==> src/rtl/spi_target.sv <==
// SPI target (mode 0) with a one-deep TX holding register and a valid/ready RX output.
// All SPI pins are synchronised into clk_sys_i. Edges are detected on the
// synchronised copies, so SCK must run at clk_sys_i/8 or slower.
module spi_target #(
  parameter int DataWidth  = 8,
  parameter int SyncStages = 2
) (
  input  logic                 clk_sys_i,
  input  logic                 rst_sys_i,
  input  logic                 spi_cs_ni,
  input  logic                 spi_sck_i,
  input  logic                 spi_copi_i,
  output logic                 spi_cipo_o,
  output logic                 spi_cipo_en_o,
  input  logic [DataWidth-1:0] tx_data_i,
  input  logic                 tx_valid_i,
  output logic                 tx_ready_o,
  output logic [DataWidth-1:0] rx_data_o,
  output logic                 rx_valid_o,
  input  logic                 rx_ready_i,
  output logic                 overrun_o,
  output logic                 underrun_o,
  output logic                 busy_o
);

  localparam int CntW = (DataWidth > 1) ? $clog2(DataWidth) : 1;

  typedef enum logic {IDLE, ACTIVE} state_t;

  logic [SyncStages-1:0] cs_sync, sck_sync, copi_sync;
  logic                  cs_q, sck_q;
  logic                  cs_s, sck_s, copi_s;
  logic [SyncStages:0]   flush;
  logic                  armed;
  logic                  cs_fall, cs_rise, sck_rise, sck_fall;
  logic                  load_now, shift_now, tx_accept;

  state_t                state;
  logic [CntW-1:0]       bit_cnt;
  logic [DataWidth-1:0]  rx_shift, tx_shift, hold_data;
  logic                  hold_full, load_pend, rx_done;

  assign cs_s   = cs_sync[SyncStages-1];
  assign sck_s  = sck_sync[SyncStages-1];
  assign copi_s = copi_sync[SyncStages-1];

  // A cs-fall only counts once armed, so a CS held low across reset cannot start a frame mid-byte.
  assign cs_fall  = armed & cs_q & ~cs_s;
  assign cs_rise  = ~cs_q & cs_s;
  assign sck_rise = ~sck_q & sck_s;
  assign sck_fall = sck_q & ~sck_s;

  assign tx_accept = tx_valid_i & ~hold_full;
  assign tx_ready_o = ~hold_full;

  // A load happens on entering ACTIVE, and on the first SCK fall after a byte completes.
  assign load_now  = ((state == IDLE) && cs_fall) ||
                     ((state == ACTIVE) && !cs_rise && sck_fall && load_pend);
  assign shift_now = (state == ACTIVE) && !cs_rise && sck_fall && !load_pend;

  assign spi_cipo_o    = tx_shift[DataWidth-1];
  assign spi_cipo_en_o = busy_o;

  // Input synchronisers preloaded to the idle bus levels, plus one delayed copy for edge detection.
  always_ff @(posedge clk_sys_i) begin
    if (rst_sys_i) begin
      cs_sync   <= '1;
      sck_sync  <= '0;
      copi_sync <= '0;
      cs_q      <= 1'b1;
      sck_q     <= 1'b0;
    end else begin
      cs_sync   <= {cs_sync[SyncStages-2:0], spi_cs_ni};
      sck_sync  <= {sck_sync[SyncStages-2:0], spi_sck_i};
      copi_sync <= {copi_sync[SyncStages-2:0], spi_copi_i};
      cs_q      <= cs_s;
      sck_q     <= sck_s;
    end
  end

  // After reset, wait until the synchronisers hold real samples and CS is seen high before arming.
  always_ff @(posedge clk_sys_i) begin
    if (rst_sys_i) begin
      flush <= '0;
      armed <= 1'b0;
    end else begin
      flush <= {flush[SyncStages-1:0], 1'b1};
      if (flush[SyncStages] && cs_q && cs_s) armed <= 1'b1;
    end
  end

  // Frame FSM with bit counter, shift registers, TX holding register and RX output handshake.
  always_ff @(posedge clk_sys_i) begin
    if (rst_sys_i) begin
      state      <= IDLE;
      busy_o     <= 1'b0;
      bit_cnt    <= '0;
      rx_shift   <= '0;
      tx_shift   <= '0;
      hold_data  <= '0;
      hold_full  <= 1'b0;
      load_pend  <= 1'b0;
      rx_done    <= 1'b0;
      rx_data_o  <= '0;
      rx_valid_o <= 1'b0;
      overrun_o  <= 1'b0;
      underrun_o <= 1'b0;
    end else begin
      overrun_o  <= 1'b0;
      underrun_o <= 1'b0;
      rx_done    <= 1'b0;

      if (tx_accept) begin
        hold_full <= 1'b1;
        hold_data <= tx_data_i;
      end

      // A completed byte lands one cycle after the completing SCK rise.
      if (rx_done) begin
        if (rx_valid_o && !rx_ready_i) begin
          overrun_o <= 1'b1;
        end else begin
          rx_data_o  <= rx_shift;
          rx_valid_o <= 1'b1;
        end
      end else if (rx_valid_o && rx_ready_i) begin
        rx_valid_o <= 1'b0;
      end

      case (state)
        IDLE: begin
          if (cs_fall) begin
            state     <= ACTIVE;
            busy_o    <= 1'b1;
            bit_cnt   <= '0;
            rx_shift  <= '0;
            load_pend <= 1'b0;
          end
        end
        ACTIVE: begin
          if (cs_rise) begin
            state     <= IDLE;
            busy_o    <= 1'b0;
            bit_cnt   <= '0;
            rx_shift  <= '0;
            tx_shift  <= '0;
            load_pend <= 1'b0;
          end else begin
            if (sck_rise) begin
              rx_shift <= {rx_shift[DataWidth-2:0], copi_s};
              if (bit_cnt == CntW'(DataWidth - 1)) begin
                bit_cnt   <= '0;
                rx_done   <= 1'b1;
                load_pend <= 1'b1;
              end else begin
                bit_cnt <= bit_cnt + CntW'(1);
              end
            end
            if (load_now) load_pend <= 1'b0;
          end
        end
        default: state <= IDLE;
      endcase

      if (load_now) begin
        if (hold_full) begin
          tx_shift  <= hold_data;
          hold_full <= 1'b0;
        end else begin
          tx_shift   <= '0;
          underrun_o <= 1'b1;
        end
      end else if (shift_now) begin
        tx_shift <= tx_shift << 1;
      end
    end
  end

endmodule

==> config.mk <==
export PLATFORM = sky130hd
export DESIGN_NAME = spi_target
export DESIGN_NICKNAME = d
export VERILOG_FILES = /design/src/rtl/spi_target.sv
export SDC_FILE = /design/constraint.sdc
export NUM_CORES = 1
export LEC_CHECK = 0
export ABC_AREA = 1
export CORE_ASPECT_RATIO = 0.75
export CORE_MARGIN = 2
export CORE_UTILIZATION = 48
export CTS_CLUSTER_SIZE = 30
export DETAILED_ROUTE_END_ITERATION = 8
export PLACE_DENSITY_LB_ADDON = 0.15
export SLEW_MARGIN = 20
export SYNTH_ARGS = -nofsm -noshare
export SYNTH_HDL_FRONTEND = slang
export SYNTH_SLANG_ARGS = --single-unit
==> constraint.sdc <==
create_clock -name clk_sys_i -period 1.3 [get_ports clk_sys_i]
set_clock_uncertainty 0.1 [all_clocks]
set_input_delay 0.26 -clock clk_sys_i [delete_from_list [all_inputs] [get_ports clk_sys_i]]
set_output_delay 0.26 -clock clk_sys_i [all_outputs]
set_load 0.01 [all_outputs]
# == Word-level counts from Yosys, hierarchy flattened ==
# Cells that the tools add are included.
# op_classes
bitwise_logic,16
n_reduce_logical,25
n_eq_ne,7
addsub,1
n_mux,36
# ops
op,count
2-to-1 mux 8 bit,8
2-to-1 mux 1 bit,19
one-hot mux 8 bit (2 select lines),1
2-to-1 mux 3 bit,4
NOT 1 bit,10
AND reduction 2 bit,5
logical AND 1 bit,9
bitwise AND 1 bit,6
"inequality test 2 bit, second input constant",3
one-hot mux 1 bit (2 select lines),3
one-hot mux 3 bit (2 select lines),1
nonzero test 3 bit,2
"inequality test 4 x 3 -> 1 bit, second input constant",1
"inequality test 4 bit, second input constant",1
OR reduction 2 bit,2
OR reduction 4 bit,1
"adder 3 x 1 -> 3 bit, second input constant",1
"equality test 3 bit, second input constant",1
zero test 1 bit,3
"inequality test 3 bit, second input constant",1
AND reduction 3 bit,1
nonzero test 2 bit,1
logical OR 1 bit,1
# totals
input_bits,15
elab_cells,106
output_inout_bits,15
reg_bits,55

# == Depth between registers and ports, before layout ==
# depth
ltp_word,10
ltp_mapped,10
mapped_depth_nobuf,9

# == Worst setup path after synthesis ==
# No wires, ideal clock.
# synth_path
path_kind,flip-flop to flip-flop
start,register cs_sync[1]
end,register tx_shift[5]
period_less_slack_ns,1.358
path_buffers,1
stages_incl_launch_ff,11
t_required_ns,1.087
slack_ns,-0.058
arrival_ns,1.146
setup_time_ns,0.113
path_cell_list,dfxtp_1 inv_1 nor2_2 nor2_4 nand3_4 nand4_2 nand2_4 buf_6 nand2_2 nand2_1 nor2_1
# synth_via
elab_chain_cells,8
elab_cells_between_ends,15
classes_between,mux (2); bitwise (3); reduce/logical (10)
# synth_lines
element,line_no,rtl
"start, declared",30,"logic [SyncStages-1:0] cs_sync, sck_sync, copi_sync;"
"start signal, assigned",73,"cs_sync <= {cs_sync[SyncStages-2:0], spi_cs_ni};"
bitwise AND 1 bit,49,assign cs_rise = ~cs_q & cs_s;
zero test 1 bit,"58, 59",
logical AND 1 bit (2 in a row),"58, 59",
logical AND 1 bit,58,((state == ACTIVE) && !cs_rise && sck_fall && load_pend);
logical OR 1 bit,57,assign load_now = ((state == IDLE) && cs_fall) ||
nonzero test 3 bit (no line),--,
AND reduction 2 bit (no line),--,
"end signal, assigned",167,tx_shift <= hold_data;
"end signal, assigned",174,tx_shift <= tx_shift << 1;
"end, declared",40,"logic [DataWidth-1:0] rx_shift, tx_shift, hold_data;"
# Several ways; a longest one is shown, not always the timed one.
# A chain may end at the register's enable or synchronous reset.

# == Final worst setup path ==
# layout_path
start,register cs_sync[1]
end,register bit_cnt[1]
# layout_via
elab_chain_cells,4
elab_cells_between_ends,8
classes_between,eq/ne (2); mux (2); bitwise (3); reduce/logical (1)
# layout_lines
element,line_no,rtl
NOT 1 bit,48,assign cs_fall = armed & cs_q & ~cs_s;
bitwise AND 1 bit,48,
inequality test 2 bit (no line),--,
AND reduction 2 bit (no line),--,
"end signal, assigned",156,bit_cnt <= bit_cnt + CntW'(1);
"end, declared",39,logic [CntW-1:0] bit_cnt;
# Several ways; a longest one is shown, not always the timed one.

==> results.md <==
- Total GRT Usage: 0.203
- Core Region: 4390 sq um
- Post-layout total power: 2.97 mW
- Violations in the final reports: setup timing
- Number of maximum-capacitance constraint violations: 0
- Relative slew slack: 0.842
- Post-route insts no fill: 387
- Maximum count of clock buffers along a single path: 2
- Average instance area after synthesis: 7.81 sq um
- Compound-cell area share of the yosys netlist: 0.127
- Inserted Diodes: 0
- Worst IR Drop VDD: 0.665 mV
- Ports: 30
- Final period util: 1.06
- GRT Max-Usage Layer: met2
- Met3 GRT Util: 0.0535
- Placed cell count: 372
- Number of buffers created by CTS: 5
- Vias in the first global route: 1631
- Clock transition at the register clock pins on the worst setup and hold paths after CTS: 0.09 ns
- Top post-synthesis cells by area: dfxtp_1 51%, nor2_1 10%, a21oi_1 6.3%, o21ai_0 5.8%, inv_1 4.9%
- Cell area power density: 1010 nW/um^2
- Crit path required time: 1.43 ns
- Synthesized flop and latch total: 55
- Sequential area share after synthesis: 0.513
- Final setup margin: -0.0834 ns
- Vias: 1873
- Most frequent cell after synthesis: nor2_1
- Number of warnings reported in the yosys synthesis log: 0
- Slew at the pin closest to its max-slew limit: 0.236 ns
- GR Util met2: 0.293
- Number of DRC violations after detailed-routing iteration 0: 98
- TritonCTS clock tree: done
- Gpl congestion: 0.732
- HPWL after detailed placement: 2970 um
- Hold violation total from the final report: 0
- Static power due to leakage: 1.28 nW
- Unrepaired setup endpoints after global routing: yes
- Synthesized net count: 292
- Cts-stage hold buffer count: 0
- Share of synthesized area spent on multiplexers: 0
- Combinational family with the most area after synthesis: simple AND/OR/NAND/NOR gates
- Effective utilization at floorplan: 0.490
- Simple-gate share of the synthesized area: 0.264
- Via-per-instance ratio: 4.84
- Cell area after technology mapping: 2150 sq um
- Routed length per placed instance: 12.0 um
- Cells along the critical path: inv_4, nor2_4, nor2_4, nand2_2, nand2_4, buf_12, a21oi_1, nor3_1
- Total of buffers placed on input and output ports: 29
- Deepest level of the CTS H-tree: 2
- Stage delay of the slowest cell on the critical path: 0.38 ns
- Routed wire length: 4650 um
- Pin count of the biggest net entering global routing: 29
- Ys async rst share: 0
- Critical Path End Type: flip-flop
- CP arrival: 1.51 ns
- Run status: complete, but fails checks
- Area of the die: 5030 sq um
- Synth Area in Adders: 0.0116
- Antenna violations before repair: 0
- Final-stage net count: 346
- Cell at the root of the clock tree: clkbuf_8
- Post-route antenna net violation count: 0
- Pre-CTS setup slack: -0.197 ns
- Final standard cell area without fillers: 2940 sq um
- Commonest cells post-synth: 59 x nor2_1, 55 x dfxtp_1, 28 x inv_1
- Most used flip-flop cell after synthesis: dfxtp_1
- Global Route met1 Usage: 0.293
- Cell with the most instances on the worst path: nor2_4
- Vert. Die Dim: 61.9 um
- DRC Markers: 0
- Area growth, synth to finish: 36.8%
- Global route total overflow: 0
- Synth Area in XOR/XNOR: 0
- Clock Sinks: 55
- Class of the tightest hold or removal check: reg -> reg
- Highest-delay cell along the critical path: dfxtp_4
- Clock latency reported for the late side of the worst-skew pair: 0.31 ns
- Syn Inst Count: 275
- Pins over their slew limit: 0
- Synth cell types: 27
- Area after DPL: 2670 sq um
- Time the worst path needs with I/O delays and setup: 1.38 ns
- Yosys top cell by area: dfxtp_1
- Upper clock frequency limit: 723 MHz
- Number of enable-type register cells in the synthesized netlist: 0
- Number of setup violations in the final report: 21
- Largest fanout on the critical path: 12
- Horizontal die dimension: 81.3 um
- Wire length of the first global-routing pass: 7710 um
- Total iterations of the first detailed-routing run: 4
- Path type of the worst setup path: reg -> reg
- Count of standard-cell rows: 21
- Portion of synthesized cell area occupied by the leading cell type: 0.513
- Nature of the critical path startpoint: flip-flop
- Layout cell share with drive strength beyond 1: 0.294
## critical path, delay by kind of cell (launching register included)
kind,cells,cell delay [ns]
DFF,1,0.38
and+or+nand+nor,5,0.57
AOI/OAI and AO/OA,1,0.04
buffers and inverters,2,0.21
## cells in the final DEF (no fill, tap or decap), types with 5 or more instances in the layout
| master | count |
|---|---|
| nand2_1 | 16 |
| clkbuf_2 | 8 |
| clkdlybuf4s15_1 | 5 |
| nor2_1 | 54 |
| nand3_1 | 8 |
| clkbuf_8 | 5 |
| a21oi_2 | 7 |
| inv_1 | 26 |
| a21oi_1 | 20 |
| nor3_1 | 10 |
| o21ai_0 | 17 |
| nor2_2 | 5 |
| dfxtp_1 | 51 |
| nand2_2 | 10 |
| clkdlybuf4s50_1 | 14 |
| buf_4 | 23 |
## final cells by class
class | instances | area, sq um
Tap cell | 57 | 71.3
Fill cell | 379 | 1450
Clock inverter | 2 | 16.3
Sequential cell | 55 | 1110
Inverter | 31 | 121
Multi-Input combinational cell | 178 | 1030
Timing Repair Buffer | 58 | 514
Clock buffer | 6 | 72.6
## registers in the layout, indices dropped and copies added, names as in the netlist, 2 cells and up
name       flops
bit_cnt        3
hold_data      8
cs_sync        2
tx_shift       8
rx_shift       8
sck_sync       2
rx_data_o      8
copi_sync      2
flush          3
## metal layers
layer / up-vias / routed length, um
met5: - / 0
met4: 0 / 64
met3: 7 / 245
met2: 42 / 1940
met1: 829 / 2400
li1: 995 / -
## kinds of logic (layout without fill, tap and decap cells)
kind of cell / Yosys count / in the layout
adders and majority gates: 2 / 2
buffers and inverters: 43 / 97
and+or+nand+nor: 122 / 123
AOI/OAI and AO/OA: 53 / 53
DFF: 55 / 55
## what timing repair did
action	4_1_cts	5_1_grt
gates cloned	1	0
hold endpoints to repair	0	0
buffers inserted	4	2
setup endpoints to repair	36	40
pin swaps	18	7
resized for setup	50	40
## report_power, final
group          internal [mW]  switching (mW)
Combinational          0.125           0.123
Sequential              1.73          0.0341
Clock                  0.388           0.563
## worst paths after layout
kind                                  start     endpoint  slack, ns  cells past startpoint
worst max-delay path             cs_sync[1]   bit_cnt[1]      -0.08                      8
worst min-delay path            sck_sync[0]  sck_sync[1]       0.31                      2
worst max register to register   cs_sync[1]   bit_cnt[1]      -0.08                      8
worst min register to register  sck_sync[0]  sck_sync[1]       0.31                      2
## per-stage QoR
| stage | TNS (ns) | hold slack, ns | util |
|---|---|---|---|
| after floorplan | -0.235 | 0.264 | - |
| after global placement | -3.99 | 0.290 | 0.609 |
| after detailed placement | -4.53 | 0.298 | 0.609 |
| after CTS | -0.654 | 0.315 | 0.655 |
| after global routing | -3.16 | 0.323 | 0.670 |
| final | -1.22 | 0.310 | 0.670 |
(Power assumes the default switching activity.)
